--- config.mk ---
export PLATFORM = sky130hd
export DESIGN_NAME = cpu_io_bridge
export DESIGN_NICKNAME = d
export VERILOG_FILES = /design/src/rtl/cpu_io_bridge_pkg.sv /design/src/rtl/cpu_io_bridge_fifo.sv /design/src/rtl/cpu_io_bridge.sv
export SDC_FILE = /design/constraint.sdc
export NUM_CORES = 1
export LEC_CHECK = 0
export ABC_AREA = 1
export BUFFER_PORTS_ARGS = -buffer_cell sky130_fd_sc_hd__buf_4
export CAP_MARGIN = 10
export CORE_AREA = 4 4 89 91
export CTS_CLUSTER_DIAMETER = 60
export DETAILED_ROUTE_END_ITERATION = 8
export DIE_AREA = 0 0 93 95
export PLACE_DENSITY = 0.74
export SETUP_SLACK_MARGIN = 0.1
export SYNTH_ARGS = -nofsm -noshare
export SYNTH_HDL_FRONTEND = slang
export SYNTH_SLANG_ARGS = --single-unit
--- constraint.sdc ---
create_clock -name clk -period 2.1 [get_ports clk]
set_input_delay 0.21 -clock clk [delete_from_list [all_inputs] [get_ports clk]]
set_output_delay 0.21 -clock clk [all_outputs]
set_load 0.01 [all_outputs]
--- src/rtl/cpu_io_bridge_pkg.sv ---
// cpu_io_bridge_pkg: shared bit indices for the CPU port I/O bridge.
// Command bits are carried on cpu_out2, and status bits are reported on cpu_in1.
// The package holds no logic and has no ports.
package cpu_io_bridge_pkg;

  typedef logic [7:0] byte_t;

  // cpu_out2 bit positions; each toggle of one of these bits is one event
  localparam int CMD_PUSH = 0;
  localparam int CMD_POP  = 1;
  localparam int CMD_CLR  = 2;

  // cpu_in1 bit positions
  localparam int ST_RXNE      = 0;
  localparam int ST_TXF       = 1;
  localparam int ST_TXE       = 2;
  localparam int ST_TXOVF     = 3;
  localparam int ST_RXUDF     = 4;
  localparam int ST_RXCNT_LSB = 5;
  localparam int ST_RXCNT_W   = 3;

endpackage

--- src/rtl/cpu_io_bridge_fifo.sv ---
// byte_fifo: DEPTH-entry byte FIFO with a registered count. dout shows the head, or 0 when empty.
// Latency: a pushed byte becomes visible on dout the cycle after the push edge. There is no bypass.
// Backpressure: a push is ignored when full unless a pop happens in the same cycle. A pop is ignored when empty.
// Ports: clk, reset (sync, active-low), push/pop strobes, din, dout, full, empty, count.
module byte_fifo
  import cpu_io_bridge_pkg::*;
#(
  parameter int DEPTH = 4,
  parameter int AW    = 2
) (
  input  logic          clk,
  input  logic          reset,
  input  logic          push,
  input  logic          pop,
  input  byte_t         din,
  output byte_t         dout,
  output logic          full,
  output logic          empty,
  output logic [AW:0]   count
);

  byte_t         mem_q [DEPTH];
  logic [AW-1:0] wr_q, wr_d;
  logic [AW-1:0] rd_q, rd_d;
  logic [AW:0]   cnt_q, cnt_d;
  logic          do_push, do_pop;

  assign full  = (cnt_q == (AW+1)'(DEPTH));
  assign empty = (cnt_q == '0);
  assign count = cnt_q;
  assign dout  = empty ? '0 : mem_q[rd_q];

  // A push while full is legal only when the same edge frees the head slot.
  assign do_pop  = pop && !empty;
  assign do_push = push && (!full || do_pop);

  always_comb begin
    wr_d  = wr_q;
    rd_d  = rd_q;
    cnt_d = cnt_q;
    // DEPTH is a power of two, so the pointers wrap naturally.
    if (do_push) wr_d = wr_q + 1'b1;
    if (do_pop)  rd_d = rd_q + 1'b1;
    case ({do_push, do_pop})
      2'b10:   cnt_d = cnt_q + 1'b1;
      2'b01:   cnt_d = cnt_q - 1'b1;
      default: cnt_d = cnt_q;
    endcase
  end

  always_ff @(posedge clk) begin
    if (!reset) begin
      wr_q  <= '0;
      rd_q  <= '0;
      cnt_q <= '0;
    end else begin
      wr_q  <= wr_d;
      rd_q  <= rd_d;
      cnt_q <= cnt_d;
    end
  end

  // The storage array needs no reset. It is never visible while the count is zero.
  always_ff @(posedge clk) begin
    if (do_push) mem_q[wr_q] <= din;
  end

endmodule

--- src/rtl/cpu_io_bridge.sv ---
// cpu_io_bridge: peripheral end of the CPU port I/O. It turns out1/out2 toggle commands into a TX byte stream,
// and it turns an RX byte stream into in1 status and in2 data.
// Latency: a command toggle acts on the edge after it is driven, and its result is visible one cycle later.
// Backpressure: TX waits for tx_ready. rx_ready drops when RX is full. TX overflow and RX underflow are sticky flags.
// Ports: cpu_out1 (TX byte) and cpu_out2 (cmd toggles) come from the CPU. cpu_in1 (status) and cpu_in2 (RX head) go to the CPU.
//        tx_data/tx_valid/tx_ready and rx_data/rx_valid/rx_ready form the device-side handshakes.
module cpu_io_bridge
  import cpu_io_bridge_pkg::*;
#(
  parameter int DEPTH = 4,
  parameter int AW    = 2
) (
  input  logic       clk,
  input  logic       reset,
  input  logic [7:0] cpu_out1,
  input  logic [7:0] cpu_out2,
  output logic [7:0] cpu_in1,
  output logic [7:0] cpu_in2,
  output logic [7:0] tx_data,
  output logic       tx_valid,
  input  logic       tx_ready,
  input  logic [7:0] rx_data,
  input  logic       rx_valid,
  output logic       rx_ready
);

  logic [2:0]  prev_cmd_q;
  logic        tx_ovf_q, tx_ovf_d;
  logic        rx_udf_q, rx_udf_d;
  logic [2:0]  ev;

  logic        tx_full, tx_empty, tx_pop;
  logic        rx_full, rx_empty, rx_acc;
  logic [AW:0] tx_count_unused;
  logic [AW:0] rx_count;
  logic        unused_cmd_hi;

  // Only the low three command bits carry events. Changes on the upper bits are ignored.
  assign unused_cmd_hi = ^{cpu_out2[7:3], tx_count_unused};
  assign ev = cpu_out2[2:0] ^ prev_cmd_q;

  assign tx_valid = !tx_empty;
  assign tx_pop   = tx_valid && tx_ready;
  assign rx_ready = !rx_full;
  assign rx_acc   = rx_valid && rx_ready;

  byte_fifo #(.DEPTH(DEPTH), .AW(AW)) u_tx_fifo (
    .clk   (clk),
    .reset (reset),
    .push  (ev[CMD_PUSH]),
    .pop   (tx_pop),
    .din   (cpu_out1),
    .dout  (tx_data),
    .full  (tx_full),
    .empty (tx_empty),
    .count (tx_count_unused)
  );

  byte_fifo #(.DEPTH(DEPTH), .AW(AW)) u_rx_fifo (
    .clk   (clk),
    .reset (reset),
    .push  (rx_acc),
    .pop   (ev[CMD_POP]),
    .din   (rx_data),
    .dout  (cpu_in2),
    .full  (rx_full),
    .empty (rx_empty),
    .count (rx_count)
  );

  // If a flag is set and cleared on the same edge, the set wins.
  always_comb begin
    tx_ovf_d = tx_ovf_q;
    rx_udf_d = rx_udf_q;
    if (ev[CMD_CLR]) begin
      tx_ovf_d = 1'b0;
      rx_udf_d = 1'b0;
    end
    if (ev[CMD_PUSH] && tx_full && !tx_pop) tx_ovf_d = 1'b1;
    if (ev[CMD_POP] && rx_empty)            rx_udf_d = 1'b1;
  end

  // prev_cmd tracks cpu_out2 during reset as well. This stops a level held across reset from firing an event on release.
  always_ff @(posedge clk) begin
    prev_cmd_q <= cpu_out2[2:0];
    if (!reset) begin
      tx_ovf_q <= 1'b0;
      rx_udf_q <= 1'b0;
    end else begin
      tx_ovf_q <= tx_ovf_d;
      rx_udf_q <= rx_udf_d;
    end
  end

  always_comb begin
    cpu_in1 = '0;
    cpu_in1[ST_RXNE]  = !rx_empty;
    cpu_in1[ST_TXF]   = tx_full;
    cpu_in1[ST_TXE]   = tx_empty;
    cpu_in1[ST_TXOVF] = tx_ovf_q;
    cpu_in1[ST_RXUDF] = rx_udf_q;
    cpu_in1[ST_RXCNT_LSB +: ST_RXCNT_W] = ST_RXCNT_W'(rx_count);
  end

endmodule

* Word level (Yosys, flattened, before mapping)
Memories as Yosys holds them, arrays and structs flattened. A register that Yosys moved wholly into a read port is not among the register bits. Index checks and enable logic that the tools add are counted.
Word-level totals: bits of input ports 28, RAM bits 64, output and inout bits 26, register bits after elaboration 19, memories 2, logic and storage cells 63
Memories:
- u_rx_fifo.mem_q | words 4, width 8, rd ports 1, clocked after memory_dff 1, wr ports 1, RTL line cpu_io_bridge_fifo.sv:22 | byte_t mem_q [DEPTH];
- u_tx_fifo.mem_q | words 4, width 8, rd ports 1, clocked after memory_dff 1, wr ports 1, RTL line cpu_io_bridge_fifo.sv:22
Cells by class: add/sub/neg operators 8, eq/ne operators 6, bitwise operators 1, mux-type cells 15, reduce and logical (&&, ||, !) cells 22
Operators by type and width (number):
- 8-bit two-way mux | 2
- 3-bit case mux with 2 select lines | 2
- 1-bit logical AND | 9
- 2-bit by 1-bit adder with 2-bit output, second input constant | 4
- 2-bit two-way mux | 4
- 2-bit nonzero test | 4
- 1-bit two-way mux | 7
- 3-bit by 1-bit adder with 3-bit output, second input constant | 2
- 3-bit equality test, second input constant | 2
- 3-bit zero test | 2
- 3-bit by 1-bit subtractor with 3-bit output, second input constant | 2
- 1-bit zero test | 5
- 2-bit by 1-bit equality test with 1-bit output, second input constant | 2
- 2-bit equality test, second input constant | 2
- 3-bit bitwise XOR | 1
- 1-bit logical OR | 2

* Longest topological paths before layout
Gate-level depths: netlist of run 1.
word-level depth 8, mapped depth 14, mapped depth without buffers 14

* Hierarchy
Synthesis of run 1 repeated with hierarchy kept, for this count alone.
Unflattened totals: cell total of the unflattened synthesis 353, area total of the unflattened synthesis 3758.6 µm²
Modules (own cells, without submodules):
- byte_fifo | area each 1749.2 µm², seq. area each 1141.1 µm², instances 2, cells an instance 157
- cpu_io_bridge | area each 260.2 µm², seq. area each 100.1 µm², instances 1, cells an instance 39

* Worst setup path before layout of run 1
OpenSTA, ideal clock, no wires.
path kind reg2reg, start register u_rx_fifo.cnt_q[2], in the netlist u_rx_fifo.count[2], end register u_rx_fifo.cnt_q[2], in the netlist u_rx_fifo.count[2], setup time 0.113 ns, clock period less this slack 1.735 ns, setup slack 0.365 ns, arrival time 1.622 ns, cell stages (with the launch flop) 14, data required time 1.987 ns, buffers on the path 0, cell sequence dfxtp_1 > inv_1 > nand3_2 > nand2_1 > inv_1 > ha_1 > inv_1 > fa_1 > inv_1 > nand2_1 > nand3_1 > nand2_1 > nand2_1 > nor2_1
Between the ends: word-level cells in the longest chain between the ends 7, elaborated cells on any way between the ends 14
RTL lines:
- start: declaration | RTL line cpu_io_bridge_fifo.sv:25 | logic [AW:0] cnt_q, cnt_d;
- start signal: assignment | RTL line cpu_io_bridge_fifo.sv:59 | cnt_q <= cnt_d;
- 3-bit zero test (*) | RTL line cpu_io_bridge_fifo.sv:29 | assign empty = (cnt_q == '0);
- 1-bit zero test (*)
- via cpu_in1[0] | RTL line cpu_io_bridge.sv:17 | output logic [7:0] cpu_in1,
- 1-bit logical AND (*) | RTL line cpu_io_bridge_fifo.sv:34 | assign do_pop = pop && !empty;
- via u_rx_fifo.do_pop | RTL line cpu_io_bridge_fifo.sv:26 | logic do_push, do_pop;
- 1-bit logical OR | RTL line cpu_io_bridge_fifo.sv:35 | assign do_push = push && (!full || do_pop);
- 1-bit logical AND | RTL line cpu_io_bridge_fifo.sv:35
- 2-bit by 1-bit equality test with 1-bit output / 2-bit equality test (equally long branches) | RTL line cpu_io_bridge_fifo.sv:44 | case ({do_push, do_pop})
- 3-bit case mux with 2 select lines / 2-bit nonzero test (equally long branches)
Mark *: on every way through the listed nets, which the timed path passes. The rest lies on a longest branch. A chain may end at the register's enable or synchronous reset.

* Worst setup path after layout of run 1
start input port cpu_out2[0], end register u_tx_fifo.cnt_q[2], in the netlist u_tx_fifo.count[2]
Between the ends: word-level cells in the longest chain between the ends 4, elaborated cells on any way between the ends 6
RTL lines:
- start: declaration | RTL line cpu_io_bridge.sv:16 | input logic [7:0] cpu_out2,
- 3-bit bitwise XOR (*) | RTL line cpu_io_bridge.sv:40 | assign ev = cpu_out2[2:0] ^ prev_cmd_q;
- 1-bit logical AND (*) | RTL line cpu_io_bridge_fifo.sv:35
- 2-bit by 1-bit equality test with 1-bit output / 2-bit equality test (equally long branches) | RTL line cpu_io_bridge_fifo.sv:44
- 3-bit case mux with 2 select lines / 2-bit nonzero test (equally long branches)
- end signal: assignment | RTL line cpu_io_bridge_fifo.sv:59
- end: declaration | RTL line cpu_io_bridge_fifo.sv:25
Every way passes the cells marked *; elsewhere a longest branch is shown, timed or not.

==> impl_metrics.tcl, run 1 <==
set metrics [dict create \
    route.detailed.drc 0 \
    cts_buffer_depth 2 \
    fin_crit_sh_pct 92.78 \
    ant_nets 0 \
    grt_pass1_vias 2398 \
    vdd_drop_max_mv 0.5576 \
    period_needed_ns 1.948 \
    multi_input_area_um2 1082 \
    fmax_ghz 0.5132 \
    synth_cell_types 21 \
    nets 460 \
    pin_count 54 \
    root_buffer "clkbuf_8" \
    syn_area_per_cell_um2 10.33 \
    worst_pin_slew_ns 0.2876 \
    power_frac_comb_pct 32.8 \
    grt_overflow 0 \
    worstSkewPairLatency_ns 0.34 \
    p_int_mw 3.277 \
    switching_power_mw 1.660 \
    ys_seq_elements 87 \
    cp.required_ns 2.34 \
    cts_tree "built" \
    final-max-slew-violation-count 0 \
    status "complete, no violations" \
    clock_skew_ns 0.006814 \
    path_common_cell "nand2_1" \
    syn_inst 361 \
    startpoint_type "input pin" \
    numCtsBuffers 9 \
    h-tree-depth 3 \
    fp-row-count 31 \
    worst_hold_path_type "in2reg" \
    synth-seq-area-share_pct 63.87 \
    syn_to_final_growth_pct 18.55 \
    die_h_um 95 \
    report.final.setup_viol 0 \
    crit_path_max_incr_delay_ns 0.54 \
    core_area_um2 7137 \
    routedWlPerCell_um 12.99 \
    slew_headroom_pct 80.80 \
    seq_area_um2 2386 \
    finalWorstSetupSlack_ns 0.1515 \
    leakage_nw 1.806 \
    powerDensity_nw_per_um2 1117 \
    maxCapViolCount 0 \
    arrival_ns 2.19 \
    final-hold-violation-count 0 \
    crit_chain "dlygate4sd3_1 -> buf_4 -> nor2_2 -> nor2_4 -> nand2_2 -> ha_1 -> inv_1 -> fa_1 -> inv_1 -> nand2_1 -> nand3_1 -> nand2_1 -> nand2_1 -> nor2_1" \
    track_usage_pct 16.62 \
    first_pass_iters 6 \
    fin_util_pct 61.96 \
    fin_hold_ws_ns 0.06221 \
    path_class "in2reg" \
    drt_iter0_drc 127 \
    cts_sinks 87 \
    p_seq_share_pct 44.3 \
    synth_area_um2 3730 \
    synth_nets 401 \
    grt_max_degree 17 \
    power.share.switching_pct 33.63 \
    via_per_inst 4.769 \
    gp_congestion 0.7255 \
    die_w_um 93 \
    ys.warnings.count 0 \
    clkSlewWorstSetupHoldPaths_ns 0.09 \
    finalSetupTns_ns 0 \
    grt_antenna_before_repair 0 \
    vias 2499 \
    pwr-share-clk_pct 22.9 \
    cp-end-kind "register" \
    initial_core_util_pct 52.26 \
    crit_fanout 5 \
    antenna_cells 0 \
    nFillCells 613 \
    wl_mm 6.806 \
    drive_above_1_share_pct 22.59 \
    grt_pass1_wl_mm 11.33 \
    io_buffers 48 \
    die_area_um2 8835 \
    dp_hpwl_mm 4.749 \
    crit_slowest_cell "dlygate4sd3_1" \
    dp_slack_ns 0.2121 \
    grt_setup_unrepaired "yes" \
]
[path summary, 6_finish.rpt]
| path | start | to | slack, ns | cells past startpoint |
|---|---|---|---|---|
| hold / removal | rx_data[0] | u_rx_fifo.mem_q[3][0] | 0.06 | 1 |
| setup / recovery | cpu_out2[0] | u_tx_fifo.count[2] | 0.15 | 14 |
| setup reg to reg | u_tx_fifo.count[0] | u_tx_fifo.count[2] | 0.24 | 12 |
| hold reg to reg | rx_udf_q | rx_udf_q | 0.50 | 2 |
[cell type report]
type | count | area share (%)
clock buffer | 9 | 2.801
clock inverter | 7 | 1.613
tap | 99 | 2.801
sequential | 87 | 53.96
timing repair buffer | 61 | 10.53
inverter | 45 | 3.820
multi-input combinational | 216 | 24.48
[layer usage]
| layer | vias up | routed length (µm) | GRT usage [%] |
|---|---|---|---|
| met2 | 59 | 3381 | 27.23 |
| met5 | - | 0 | 0 |
| met4 | 0 | 77 | 5.006 |
| met3 | 7 | 374 | 4.223 |
| met1 | 1130 | 2973 | 21.94 |
| li1 | 1303 | - | - |
[logic make-up after synthesis]
group,after synthesis,synth area share [%]
flip-flops,87,63.87
AND/OR/NAND/NOR,138,15.16
XOR/XNOR,1,0.2349
AO/OA/AOI/OAI,65,8.722
buffers and inverters,58,7.581
adder cells (fa/ha/maj),12,4.428
[power groups by stage]
stage	Combinational (mW)	Sequential, mW	Clock, mW
after floorplan	1.06	2.17	0
after global placement	1.58	2.21	0
after detailed placement	1.62	2.22	0
after CTS	1.63	2.19	1.17
after global routing	1.82	2.22	1.26
final	1.62	2.19	1.13
[what timing repair did]
item | 4_1_cts | 5_1_grt
resized for setup | 0 | 9
setup buffers | 0 | 0
hold endpoints to repair | 3 | 0
endpoints found under the setup margin | 0 | 14
hold buffers | 3 | 0
[registers in the layout, summed over array words and instances, names as in the netlist, named ones only]
register,count
prev_cmd_q,3
rx_udf_q,1
tx_ovf_q,1
u_rx_fifo.count,3
u_rx_fifo.mem_q,32
u_rx_fifo.rd_q,2
u_rx_fifo.wr_q,2
u_tx_fifo.count,3
u_tx_fifo.mem_q,32
u_tx_fifo.rd_q,2
u_tx_fifo.wr_q,2
[cells in the mapped netlist]
| master | number | area, µm² |
|---|---|---|
| nor2_1 | 85 | 319.1 |
| edfxtp_1 | 64 | 1922 |
| inv_1 | 39 | 146.4 |
| nand2_1 | 33 | 123.9 |
| a21oi_1 | 29 | 145.1 |
| dfxtp_1 | 23 | 460.4 |
| o21ai_1 | 20 | 100.1 |
| o21ai_0 | 16 | 80.08 |
| ha_1 | 10 | 125.1 |
| nand3_1 | 10 | 50.05 |
| buf_4 | 8 | 60.06 |
| inv_2 | 6 | 22.52 |
| buf_6 | 3 | 33.78 |
| nand2_2 | 3 | 18.77 |
| nand3_2 | 3 | 30.03 |
| nor2_2 | 3 | 18.77 |
| fa_1 | 2 | 40.04 |
| buf_2 | 1 | 5.000 |
| buf_8 | 1 | 15.01 |
| nor3_1 | 1 | 5.000 |
| xnor2_1 | 1 | 8.760 |
[per-stage QoR]
stage | power [mW] | instances | cell area (µm²)
after floorplan | 3.237 | 361 | 3730
after global routing | 5.297 | 524 | 4422
after CTS | 4.987 | 524 | 4400
after detailed placement | 3.846 | 505 | 4175
after global placement | 3.794 | 505 | 4175
final | 4.938 | 524 | 4422
[layout by cell type, fill, tap and decap left out, types with 2 or more instances in the layout]
master         netlist  final
a21oi_1             29     29
buf_4                8     58
clkbuf_8             0      9
clkinvlp_4           0      2
dfxtp_1             23     20
dfxtp_2              0      3
dlygate4sd3_1        0      3
edfxtp_1            64     64
ha_1                10     10
inv_1               39     39
inv_2                6      6
inv_6                0      2
nand2_1             33     30
nand2_2              3      6
nand3_1             10     10
nand3_2              3      3
nor2_1              85     84
nor2_2               3      3
o21ai_0             16     16
o21ai_1             20     20
[critical path: cells and delay by family]
family,cells,cell delay (ns)
fa+ha+maj,2,0.56
buf+inv,4,0.83
simple gates,8,0.59
No activity file was read; power rests on OpenSTA's default activity.
==> run 2, diff against run 1 <==
--- a/config.mk
+++ b/config.mk
@@ -9,7 +9,6 @@
 export BUFFER_PORTS_ARGS = -buffer_cell sky130_fd_sc_hd__buf_4
 export CAP_MARGIN = 10
 export CORE_AREA = 4 4 89 91
-export CTS_CLUSTER_DIAMETER = 60
 export DETAILED_ROUTE_END_ITERATION = 8
 export DIE_AREA = 0 0 93 95
 export PLACE_DENSITY = 0.74
==> constraint.sdc (replaced) <==
create_clock -name clk -period 2.3 [get_ports clk]
set_input_delay 0.23 -clock clk [delete_from_list [all_inputs] [get_ports clk]]
set_output_delay 0.23 -clock clk [all_outputs]
set_load 0.01 [all_outputs]
==> impl_metrics.tcl, run 2 (synthesis gave the netlist of run 1 again) <==
set metrics [dict create \
    status "complete, no violations" \
    core_area_um2 7137 \
    grt_setup_unrepaired "no" \
    cp.required_ns 2.54 \
    grt_overflow 0 \
    nFillCells 613 \
    gp_congestion 0.7007 \
    path_class "in2reg" \
    power_mw 4.620 \
    worst_hold_path_type "in2reg" \
    finalSetupTns_ns 0 \
    ant_nets 0 \
    crit_slowest_cell "dlygate4sd3_1" \
    report.final.setup_viol 0 \
    drive_above_1_share_pct 21.18 \
    fmax_ghz 0.4990 \
    grt_antenna_before_repair 0 \
    whs_path_depth 1 \
    seq_area_um2 2382 \
    worstSkewPairLatency_ns 0.35 \
    arrival_ns 2.25 \
    die_w_um 93 \
    leakage_nw 1.814 \
    largest_registers "u_rx_fifo.mem_q x32, u_tx_fifo.mem_q x32" \
    startpoint "cpu_out2[1]" \
    vdd_drop_max_mv 0.5391 \
    path_common_cell "nand2_1" \
    initial_core_util_pct 52.26 \
    grt_pass1_vias 2549 \
    r2r_slack_ns 0.45 \
    wl_mm 6.749 \
    first_pass_iters 4 \
    routedWlPerCell_um 12.88 \
    clkSlewWorstSetupHoldPaths_ns 0.09 \
    die_area_um2 8835 \
    die_h_um 95 \
    crit_path_max_incr_delay_ns 0.53 \
    numCtsBuffers 9 \
    powerDensity_nw_per_um2 1043 \
    vias 2541 \
    cts_tree "built" \
    nets 460 \
    io_buffers 48 \
    layout_common_cells "nor2_1 (85), edfxtp_1 (64), buf_4 (58)" \
    maxCapViolCount 0 \
    fin_hold_ws_ns 0.07281 \
    r2r-start "u_tx_fifo.count[0]" \
    route.detailed.drc 0 \
    multi_input_area_um2 1067 \
    via_per_inst 4.849 \
    crit_chain "dlygate4sd3_1 -> buf_4 -> inv_1 -> nand2_1 -> nand2_1 -> nand2_1 -> inv_1 -> ha_1 -> inv_1 -> fa_1 -> inv_1 -> nand2_1 -> nand3_1 -> nand2_1 -> nand2_1 -> nor2_1" \
    startpoint_type "input pin" \
    grt_pass1_wl_mm 11.61 \
    fin_crit_sh_pct 87.14 \
    final-max-slew-violation-count 0 \
    antenna_cells 0 \
    dp_hpwl_mm 4.719 \
    final_common_cell "nor2_1" \
    drt_iter0_drc 88 \
    final-hold-violation-count 0 \
    track_usage_pct 17.13 \
    grt_max_degree 18 \
    slew_headroom_pct 73.53 \
    cts_sinks 87 \
    fin_util_pct 62.06 \
    syn_to_final_growth_pct 18.75 \
    worst_pin_slew_ns 0.3965 \
    root_buffer "clkbuf_8" \
    min_to "u_tx_fifo.mem_q[1][2]" \
    reg2reg_to "u_tx_fifo.count[2]" \
    crit_fanout 4 \
    ff2ff_path_depth 12 \
    h-tree-depth 3 \
    fp-row-count 31 \
    worstHoldStart "cpu_out1[2]" \
    period_needed_ns 2.004 \
    post_cts_buffers 0 \
    cp-end-kind "register" \
    cts_buffer_depth 2 \
    clock_skew_ns 0.01031 \
    pin_count 54 \
]
run 2: cell types whose count changed in the layout (fill, tap and decap cells not counted), sizes merged:
cell and change:
clkinv +1, inv -2, bufinv +1
run 2: repair_timing:
item / CTS / global route
hold endpoints to repair: 3 / 0
setup endpoints to repair: 0 / 1
resized for setup: 0 / 1
hold buffers: 3 / 0
run 2: worst max-delay path by stage:
stage | to
final | u_rx_fifo.count[2]
after global routing | u_rx_fifo.count[2]
after CTS | u_rx_fifo.count[2]
after detailed placement | u_tx_fifo.count[2]
after global placement | u_tx_fifo.count[2]
after floorplan | u_rx_fifo.count[2]
run 2: metrics by stage:
| stage | area [µm²] | setup WS, ns | cells |
|---|---|---|---|
| CTS | 4427 | 0.2982 | 524 |
| global route | 4429 | 0.1337 | 524 |
| detailed placement | 4175 | 0.4089 | 505 |
| finish | 4429 | 0.2958 | 524 |
| global placement | 4175 | 0.4735 | 505 |
| floorplan | 3730 | 0.5653 | 361 |
run 2: layout make-up:
cell class	count	share of cell area (%)
Sequential cell	87	53.79
Multi-Input combinational cell	216	24.10
Timing Repair Buffer	61	10.51
Inverter	45	3.814
Clock buffer	9	2.797
Tap cell	99	2.797
Clock inverter	7	2.203
run 2: layer usage:
layer	vias to the layer above	wire (µm)	GRT usage (%)
met5	-	0	0
met1	1178	3014	20.86
li1	1301	-	-
met2	50	3329	29.63
met3	12	243	3.108
met4	0	162	7.937
run 2: worst max-delay path, delay by kind of cell:
kind	cells	cell delay [ns]
simple gates	8	0.56
fa+ha+maj	2	0.54
buf+inv	6	0.92
run 2: power by group:
part	internal [mW]	switching (mW)	total, mW
combinational	0.612	0.877	1.49
clock	0.613	0.537	1.15
sequential	1.87	0.109	1.98
